--- src/rtl/univ_shift_pkg.sv ---
// ============================================================================
// Module   : univ_shift_pkg
// Brief    : Shared operation and state encodings for the universal shift register.
// Revision : 1.0 - initial release
// ============================================================================
`default_nettype none

package univ_shift_pkg;

    localparam int OP_W = 3;

    typedef enum logic [OP_W-1:0] {
        HOLD  = 3'd0,
        SHL   = 3'd1,
        SHR   = 3'd2,
        ROL   = 3'd3,
        ROR   = 3'd4,
        ASR   = 3'd5,
        LOAD  = 3'd6,
        CLEAR = 3'd7
    } shift_op_e;

    typedef enum logic [1:0] {
        IDLE = 2'd0,
        RUN  = 2'd1,
        DONE = 2'd2
    } shift_st_e;

endpackage

`default_nettype wire

--- src/rtl/univ_shift_step.sv ---
// ============================================================================
// Module   : univ_shift_step
// Brief    : Combinational single-step next-q / outgoing-lane function.
// Revision : 1.0 - initial release
// ============================================================================
`default_nettype none

module univ_shift_step
    import univ_shift_pkg::*;
#(
    parameter int WIDTH = 8,
    parameter int LANE  = 1
) (
    input  logic [WIDTH-1:0] i_q,
    input  shift_op_e        i_op,
    input  logic [LANE-1:0]  i_sin,
    input  logic [WIDTH-1:0] i_pdata,
    output logic [WIDTH-1:0] o_q_next,
    output logic [LANE-1:0]  o_sout_next,
    output logic             o_sout_upd
);

    logic [LANE-1:0] w_top;
    logic [LANE-1:0] w_bot;

    assign w_top = i_q[WIDTH-1:WIDTH-LANE];
    assign w_bot = i_q[LANE-1:0];

    always_comb begin
        o_q_next    = i_q;
        o_sout_next = '0;
        o_sout_upd  = 1'b0;
        case (i_op)
            SHL: begin
                o_q_next    = {i_q[WIDTH-LANE-1:0], i_sin};
                o_sout_next = w_top;
                o_sout_upd  = 1'b1;
            end
            SHR: begin
                o_q_next    = {i_sin, i_q[WIDTH-1:LANE]};
                o_sout_next = w_bot;
                o_sout_upd  = 1'b1;
            end
            ROL: begin
                o_q_next    = {i_q[WIDTH-LANE-1:0], w_top};
                o_sout_next = w_top;
                o_sout_upd  = 1'b1;
            end
            ROR: begin
                o_q_next    = {w_bot, i_q[WIDTH-1:LANE]};
                o_sout_next = w_bot;
                o_sout_upd  = 1'b1;
            end
            ASR: begin
                o_q_next    = {{LANE{i_q[WIDTH-1]}}, i_q[WIDTH-1:LANE]};
                o_sout_next = w_bot;
                o_sout_upd  = 1'b1;
            end
            LOAD:    o_q_next = i_pdata;
            CLEAR:   o_q_next = '0;
            default: o_q_next = i_q;
        endcase
    end

endmodule

`default_nettype wire

--- src/rtl/univ_shift_reg.sv ---
// ============================================================================
// Module   : univ_shift_reg
// Brief    : Universal lane shift register with counted burst engine.
//            Optional parity output enabled by defining UNIV_SHIFT_PARITY_EN.
// Revision : 1.0 - initial release
// ============================================================================
`default_nettype none

module univ_shift_reg
    import univ_shift_pkg::*;
#(
    parameter int WIDTH = 8,
    parameter int LANE  = 1,
    parameter int CNTW  = 4
) (
    input  logic             clk,
    input  logic             rstn,
    input  logic             en,
    input  logic [OP_W-1:0]  op,
    input  logic [LANE-1:0]  sin,
    input  logic [WIDTH-1:0] pdata,
    input  logic             start,
    input  logic [CNTW-1:0]  cnt,
    output logic [WIDTH-1:0] q,
    output logic [LANE-1:0]  sout,
    output logic             busy,
    output logic             done
`ifdef UNIV_SHIFT_PARITY_EN
    ,
    output logic             parity
`endif
);

    shift_st_e        r_state;
    shift_op_e        r_op;
    logic [CNTW-1:0]  r_cnt;
    logic [WIDTH-1:0] r_q;
    logic [LANE-1:0]  r_sout;
    logic             r_busy;
    logic             r_done;

    shift_op_e        w_step_op;
    logic             w_apply;
    logic [WIDTH-1:0] w_q_next;
    logic [LANE-1:0]  w_sout_next;
    logic             w_sout_upd;

    // A burst uses the latched op; a zero-length start performs no step.
    assign w_step_op = (r_state == RUN) ? r_op : shift_op_e'(op);
    assign w_apply   = (r_state == RUN) ||
                       ((r_state == IDLE) && !(start && (cnt == '0)));

    univ_shift_step #(
        .WIDTH (WIDTH),
        .LANE  (LANE)
    ) u_step (
        .i_q         (r_q),
        .i_op        (w_step_op),
        .i_sin       (sin),
        .i_pdata     (pdata),
        .o_q_next    (w_q_next),
        .o_sout_next (w_sout_next),
        .o_sout_upd  (w_sout_upd)
    );

    always_ff @(posedge clk) begin
        if (!rstn) begin
            r_state <= IDLE;
            r_op    <= HOLD;
            r_cnt   <= '0;
            r_q     <= '0;
            r_sout  <= '0;
            r_busy  <= 1'b0;
            r_done  <= 1'b0;
        end else if (en) begin
            if (w_apply) begin
                r_q <= w_q_next;
                if (w_sout_upd) begin
                    r_sout <= w_sout_next;
                end
            end
            case (r_state)
                IDLE: begin
                    if (start) begin
                        r_op <= shift_op_e'(op);
                        if (cnt == '0) begin
                            r_state <= DONE;
                            r_done  <= 1'b1;
                        end else begin
                            r_cnt <= cnt - CNTW'(1);
                            if (cnt == CNTW'(1)) begin
                                r_state <= DONE;
                                r_done  <= 1'b1;
                            end else begin
                                r_state <= RUN;
                                r_busy  <= 1'b1;
                            end
                        end
                    end
                end
                RUN: begin
                    r_cnt <= r_cnt - CNTW'(1);
                    if (r_cnt == CNTW'(1)) begin
                        r_state <= DONE;
                        r_busy  <= 1'b0;
                        r_done  <= 1'b1;
                    end
                end
                DONE: begin
                    r_state <= IDLE;
                    r_done  <= 1'b0;
                end
                default: begin
                    r_state <= IDLE;
                    r_busy  <= 1'b0;
                    r_done  <= 1'b0;
                end
            endcase
        end
    end

    assign q    = r_q;
    assign sout = r_sout;
    assign busy = r_busy;
    assign done = r_done;

`ifdef UNIV_SHIFT_PARITY_EN
    logic r_parity;

    always_ff @(posedge clk) begin
        if (!rstn) begin
            r_parity <= 1'b0;
        end else if (en && w_apply) begin
            r_parity <= ^w_q_next;
        end
    end

    assign parity = r_parity;
`endif

endmodule

`default_nettype wire
--- config.mk ---
export PLATFORM = sky130hd
export DESIGN_NAME = univ_shift_reg
export DESIGN_NICKNAME = d
export VERILOG_FILES = /design/src/rtl/univ_shift_pkg.sv /design/src/rtl/univ_shift_step.sv /design/src/rtl/univ_shift_reg.sv
export SDC_FILE = /design/constraint.sdc
export NUM_CORES = 1
export LEC_CHECK = 0
export CAP_MARGIN = 20
export CORE_AREA = 2 2 64 66
export CTS_CLUSTER_DIAMETER = 60
export DETAILED_ROUTE_END_ITERATION = 6
export DIE_AREA = 0 0 66 68
export REMOVE_ABC_BUFFERS = 1
export SKIP_LAST_GASP = 1
export SYNTH_ARGS = -nofsm -noshare
export SYNTH_HDL_FRONTEND = slang
export SYNTH_HIERARCHICAL = 1
export SYNTH_SLANG_ARGS = --single-unit
export TNS_END_PERCENT = 1
--- constraint.sdc ---
create_clock -name clk -period 6.1 [get_ports clk]
set_clock_uncertainty 0.2 [all_clocks]
set_input_delay 0.915 -clock clk [delete_from_list [all_inputs] [get_ports clk]]
set_output_delay 0.915 -clock clk [all_outputs]
set_load 0.02 [all_outputs]
==> After elaboration in Yosys (flattened, before gate mapping) <==
Index checks and enable logic that the tools add are counted.
Widths: inputs -> output; s select.
{ "op_classes": {"n_addsub": 2, "eq_ne": 16, "n_mux": 22, "n_bitwise": 2, "n_reduce_logical": 20} }
{ "op_table": {"columns": ["cell", "n"], "rows": [
  ["$pmux 8 s7", 1],
  ["$eq 3x3->1 const B", 4],
  ["$reduce_and 3->1", 4],
  ["$reduce_and 4->1", 3],
  ["$mux 1", 9],
  ["$eq 4x1->1 const B", 2],
  ["$mux 2", 4],
  ["$mux 4", 2],
  ["$pmux 4 s2", 1],
  ["$sub 4x1->4 const B", 2],
  ["$reduce_bool 7->1", 1],
  ["$eq 3x2->1 const B", 2],
  ["$ne 2x2->1 const B", 3],
  ["$reduce_and 6->1", 1],
  ["$reduce_bool 6->1", 1],
  ["$reduce_or 5->1", 1],
  ["$logic_not 4->1", 1],
  ["$pmux 1 s2", 2],
  ["$pmux 2 s2", 1],
  ["$eq 3x1->1 const B", 1],
  ["$mux 3", 1],
  ["$ne 3x1->1 const B", 1],
  ["$pmux 1 s3", 1],
  ["$reduce_or 3->1", 1],
  ["other kinds (10)", 12]
]} }
{ "totals": {"register_bits": 20, "in_bits": 20, "output_inout_bits": 11, "elab_cells": 70} }

==> Depth between registers and ports, before layout <==
{ "logic_depth": {"word_depth": 6, "mapped_depth": 13, "mapped_depth_nobuf": 11} }

==> Modules after synthesis <==
The synthesis kept the hierarchy.
{ "modules_own_cells": {"columns": ["mod", "n_inst", "cells_per_inst", "area_each_um2", "seq_area_each_um2"], "rows": [
  ["univ_shift_reg", 1, 114, 1007.2, 400.4],
  ["univ_shift_step", 1, 53, 469.2, 0.0]
]} }

==> Worst setup path after synthesis <==
No wires, ideal clock.
{ "synth_path": {"path_kind": "input port to flip-flop", "from": "input port op[2]", "to": "register r_q[2] (netlist: q[2])", "setup_ns": 0.065, "arrival_time_ns": 2.565, "t_required_ns": 5.835, "slack_ns": 3.270, "cell_stages": 10, "path_buffers": 1, "path_cell_list": "nand2_1 -> nand2_1 -> buf_6 -> inv_2 -> ha_1 -> or3_4 -> nor2_2 -> mux2i_1 -> mux2i_1 -> nor2_1"} }
{ "synth_between": {"elab_cells_between_ends": 11, "classes_between": "7 x eq/ne; 2 x mux; 2 x reduce/logical"} }
{ "synth_rtl": {"columns": ["element", "line_no", "text"], "rows": [
  ["start: declaration", "univ_shift_reg.sv:19", "input logic [OP_W-1:0] op,"],
  ["$mux 3 *", "univ_shift_reg.sv:49", "assign w_step_op = (r_state == RUN) ? r_op : shift_op_e'(op);"],
  ["net w_step_op[2]", "univ_shift_reg.sv:42", "shift_op_e w_step_op;"],
  ["$eq 3x3->1 (tied with other cells)", "univ_shift_step.sv:33", "case (i_op)"],
  ["$pmux 8 s7 *", "univ_shift_step.sv:33", null],
  ["net w_q_next[2]", "univ_shift_reg.sv:44", "logic [WIDTH-1:0] w_q_next;"],
  ["end signal: assignment", "univ_shift_reg.sv:77", "r_q <= w_q_next;"],
  ["end: declaration", "univ_shift_reg.sv:37", "logic [WIDTH-1:0] r_q;"]
]} }
Mark *: on every way through the listed nets, which the timed path passes. The rest lies on a longest branch.
A chain may end at the register's enable or synchronous reset.

==> Worst setup path in the final report <==
{ "layout_path": {"from": "input port op[2]", "to": "register r_q[4] (netlist: q[4])"} }
Same word-level chain as after synthesis.

==> results.py <==
metrics = {
    "outcome": {
        "outcome": "completed",
    },
    "grt": {
        "grt_pass1_vias": 1301,
        "grt_pass1_wl_mm": 5.60,
        "grt_max_degree": 18,
        "track_usage_pct": 15.8,
        "gr-total-overflow": 0,
        "antenna_found_initial": 0,
    },
    "power_and_ir_drop": {
        "ir_drop_mv": 0.0742,
        "power.leakage_nw": 0.736,
        "p_sw_mw": 0.113,
        "switching_share_pct": 30.8,
        "clkPwrFrac_pct": 28.3,
        "total_power_mw": 0.365,
        "combPwrFrac_pct": 31.4,
        "intPower_mw": 0.253,
        "p_per_area_nw_per_um2": 198,
        "seqPwrFrac_pct": 40.3,
    },
    "final_layout": {
        "layout-drive-gt1-share_pct": 10.9,
        "fin_area_um2": 1850,
        "nNetsFinal": 221,
        "syn2layout_area_growth_pct": 25.3,
        "post-route-util_pct": 48.0,
        "seqCellArea_um2": 400,
        "stdcell_count": 242,
        "fillerInstances": 374,
        "multiInputGateArea_um2": 971,
        "num_antenna_cells": 0,
    },
    "placed_design": {
        "gp_congestion": 0.843,
        "dp_hpwl_mm": 2.56,
        "place_ws_ns": 2.35,
        "io_buffers": 30,
        "placed_cells": 238,
        "placedInstanceArea_um2": 1790,
    },
    "worst_setup_path": {
        "cp_cell_sequence": "clkdlybuf4s50_1, nand2_1, nand2_1, ha_1, or3_4, nor2_2, mux2i_1, mux2i_1, nor2_1",
        "critPathMaxStageDelay_ns": 0.43,
        "worstSetupPathType": "input port to register",
        "critical_path.slowest_cell": "nand2_1",
        "worstReg2RegStart": "r_state[1]",
        "crit_path_end_kind": "register",
        "r2r-end": "q[4]",
        "required_ns": 6.09,
        "cp-start-kind": "input port",
        "rrSetupSlack_ns": 2.88,
        "cp_max_fo": 17,
        "r2r_cells": 10,
        "critPathArrivalTime_ns": 3.44,
        "path_buf_inv": 1,
        "path_delay_family": "simple AND/OR/NAND/NOR gates",
    },
    "sta": {
        "setup_ws_ns": 2.65,
        "tightest_slew_ns": 0.729,
        "drv_slew": 0,
        "max_freq_mhz": 290,
        "finalSetupViolations": 0,
        "hold_viol": 0,
        "min_period_ns": 3.45,
        "rsz0062_at_grt": "no",
        "relSlewSlack_pct": 51.3,
        "timing.final.crit_share_pct": 56.5,
        "whs_ns": 0.278,
        "final.setup.tns_ns": 0,
    },
    "yosys": {
        "synth_edf_count": 0,
        "yosysWarnings": 6,
        "synth_area_leaders": "dfxtp_1 27%, mux2i_1 13%, ha_1 6.8%, mux2_4 5.1%, a222oi_1 4.7%",
        "synth_area_um2": 1480,
        "async_flop_share_pct": 0,
        "seq_area_frac_synth_pct": 27.1,
        "yosys.area.top_type_share_pct": 27.1,
        "yosys.area.top_type": "dfxtp_1",
        "synth_area_per_cell_um2": 8.84,
        "synthFlopType": "dfxtp_1",
        "syn-instance-count": 167,
        "yosys.cell_types.count": 46,
        "ys_seq_elements": 20,
    },
    "detailed_routing": {
        "wl_mm": 3.39,
        "drc": 0,
        "drt_iter0_drc": 187,
        "viasPerCell": 5.52,
        "wl_per_cell_um": 14.0,
        "firstDrtPassIters": 5,
        "vias": 1335,
        "postRouteAntennaNets": 0,
    },
    "floorplanning": {
        "die_w_um": 66,
        "core_area_um2": 3860,
        "num_rows": 23,
        "fp.dieArea_um2": 4490,
        "initial_core_util_pct": 38.3,
        "ios": 31,
        "die_h_um": 68,
    },
    "clock_tree": {
        "root_buffer": "clkbuf_8",
        "cts_htree_levels": 1,
        "post_cts_buffers": 0,
        "insertion_delay_ns": 0.26,
        "cts_sinks": 20,
        "cts_tree": "yes",
        "ctsHoldBuffers": 0,
        "numCtsBuffers": 3,
        "clockBufferDepth": 2,
        "path_clk_slew_ns": 0.07,
        "cts.repair.resized": 0,
    },
    "hold_path": {
        "min-delay-start": "done",
        "holdPathEnd": "done",
        "holdPathStages": 2,
        "min_path_type": "register to register",
    },
    "job": {
        "timing.max_cap.violations": 0,
    },
}
==> worst reg2reg max path, stage by stage, from the launching register on <==
cell      delay (ns)
dfxtp_1         0.49
nand2b_1        0.41
nand2_1         0.10
nand2_1         0.55
inv_2           0.05
ha_1            0.19
or3_4           0.35
nor2_2          0.38
mux2i_1         0.24
mux2i_1         0.09
nor2_1          0.09
==> area by class of cell <==
type / count / area share, %
clock buffers: 4 / 2.98
inverters: 14 / 2.84
flip-flops and latches: 20 / 21.7
multi-input cells: 123 / 52.5
well taps: 50 / 3.38
repair buffers: 31 / 16.6
==> layout by cell type (no fill, tap or decap), types with 2 or more instances in the layout <==
master,Yosys,routed
inv_1,12,12
nor3b_1,3,3
clkbuf_8,0,4
o21ai_0,3,3
xor2_1,2,2
mux2_2,2,2
nor3_1,2,2
nand2b_1,3,3
nor2_1,16,16
mux2_1,2,2
nor2b_1,3,3
mux2i_1,19,19
mux2_4,5,5
o2bb2ai_1,2,2
nand2_1,13,13
a211oi_1,2,2
or3_1,2,2
o221a_2,2,2
clkdlybuf4s50_1,0,30
ha_1,8,8
dfxtp_1,20,20
a222oi_1,7,7
a21oi_1,8,8
==> logic make-up after synthesis <==
family          count (synthesis)  synth area share [%]
mux                            28                  21.0
xor+xnor                        2                  1.19
simple gates                   50                  18.0
fa+ha+maj                       8                  6.78
compound gates                 35                  18.8
buf+inv                        24                  7.12
flops                          20                  27.1
==> power groups by stage <==
| stage | Combinational [mW] | Clock [mW] | Sequential (mW) |
|---|---|---|---|
| 2_1_floorplan | 0.0745 | 0 | 0.152 |
| 3_3_place_gp | 0.112 | 0 | 0.150 |
| 3_5_place_dp | 0.115 | 0 | 0.150 |
| 4_1_cts | 0.115 | 0.104 | 0.147 |
| 5_1_grt | 0.127 | 0.111 | 0.148 |
| 6_report | 0.115 | 0.103 | 0.147 |
==> flip-flops by register name, indices dropped and copies added (netlist names) <==
register	flops
r_op	3
r_cnt	4
sout	1
q	8
done	1
r_state	2
busy	1
==> metal layers <==
metal,share of wire [%],GRT usage [%],vias up
met5,0,0,-
met4,1.0,5.87,0
met3,4.8,2.14,5
met2,49,30.1,35
met1,45,17.9,637
li1,-,-,658
==> worst max-delay path by stage <==
stage,start,endpoint,slack (ns),cells after the start
after floorplan,op[2],q[1],3.10,8
after global placement,op[2],q[4],2.40,9
after detailed placement,op[2],q[4],2.35,9
after CTS,op[2],q[4],2.65,9
after global routing,op[2],q[4],2.44,9
final,op[2],q[4],2.65,9
==> synth_stat cells, types with 2 or more instances <==
library cell / count
o21ai_0: 3
dfxtp_1: 20
nor2_1: 16
a21oi_1: 8
nand2_1: 13
nor3b_1: 3
o2bb2ai_1: 2
ha_1: 8
mux2_1: 2
a211oi_1: 2
a222oi_1: 7
clkbuf_1: 5
xor2_1: 2
inv_1: 12
or3_1: 2
mux2_2: 2
mux2i_1: 19
buf_2: 3
nand2b_1: 3
nor2b_1: 3
nor3_1: 2
o221a_2: 2
mux2_4: 5
No activity file was read; power rests on OpenSTA's default activity.
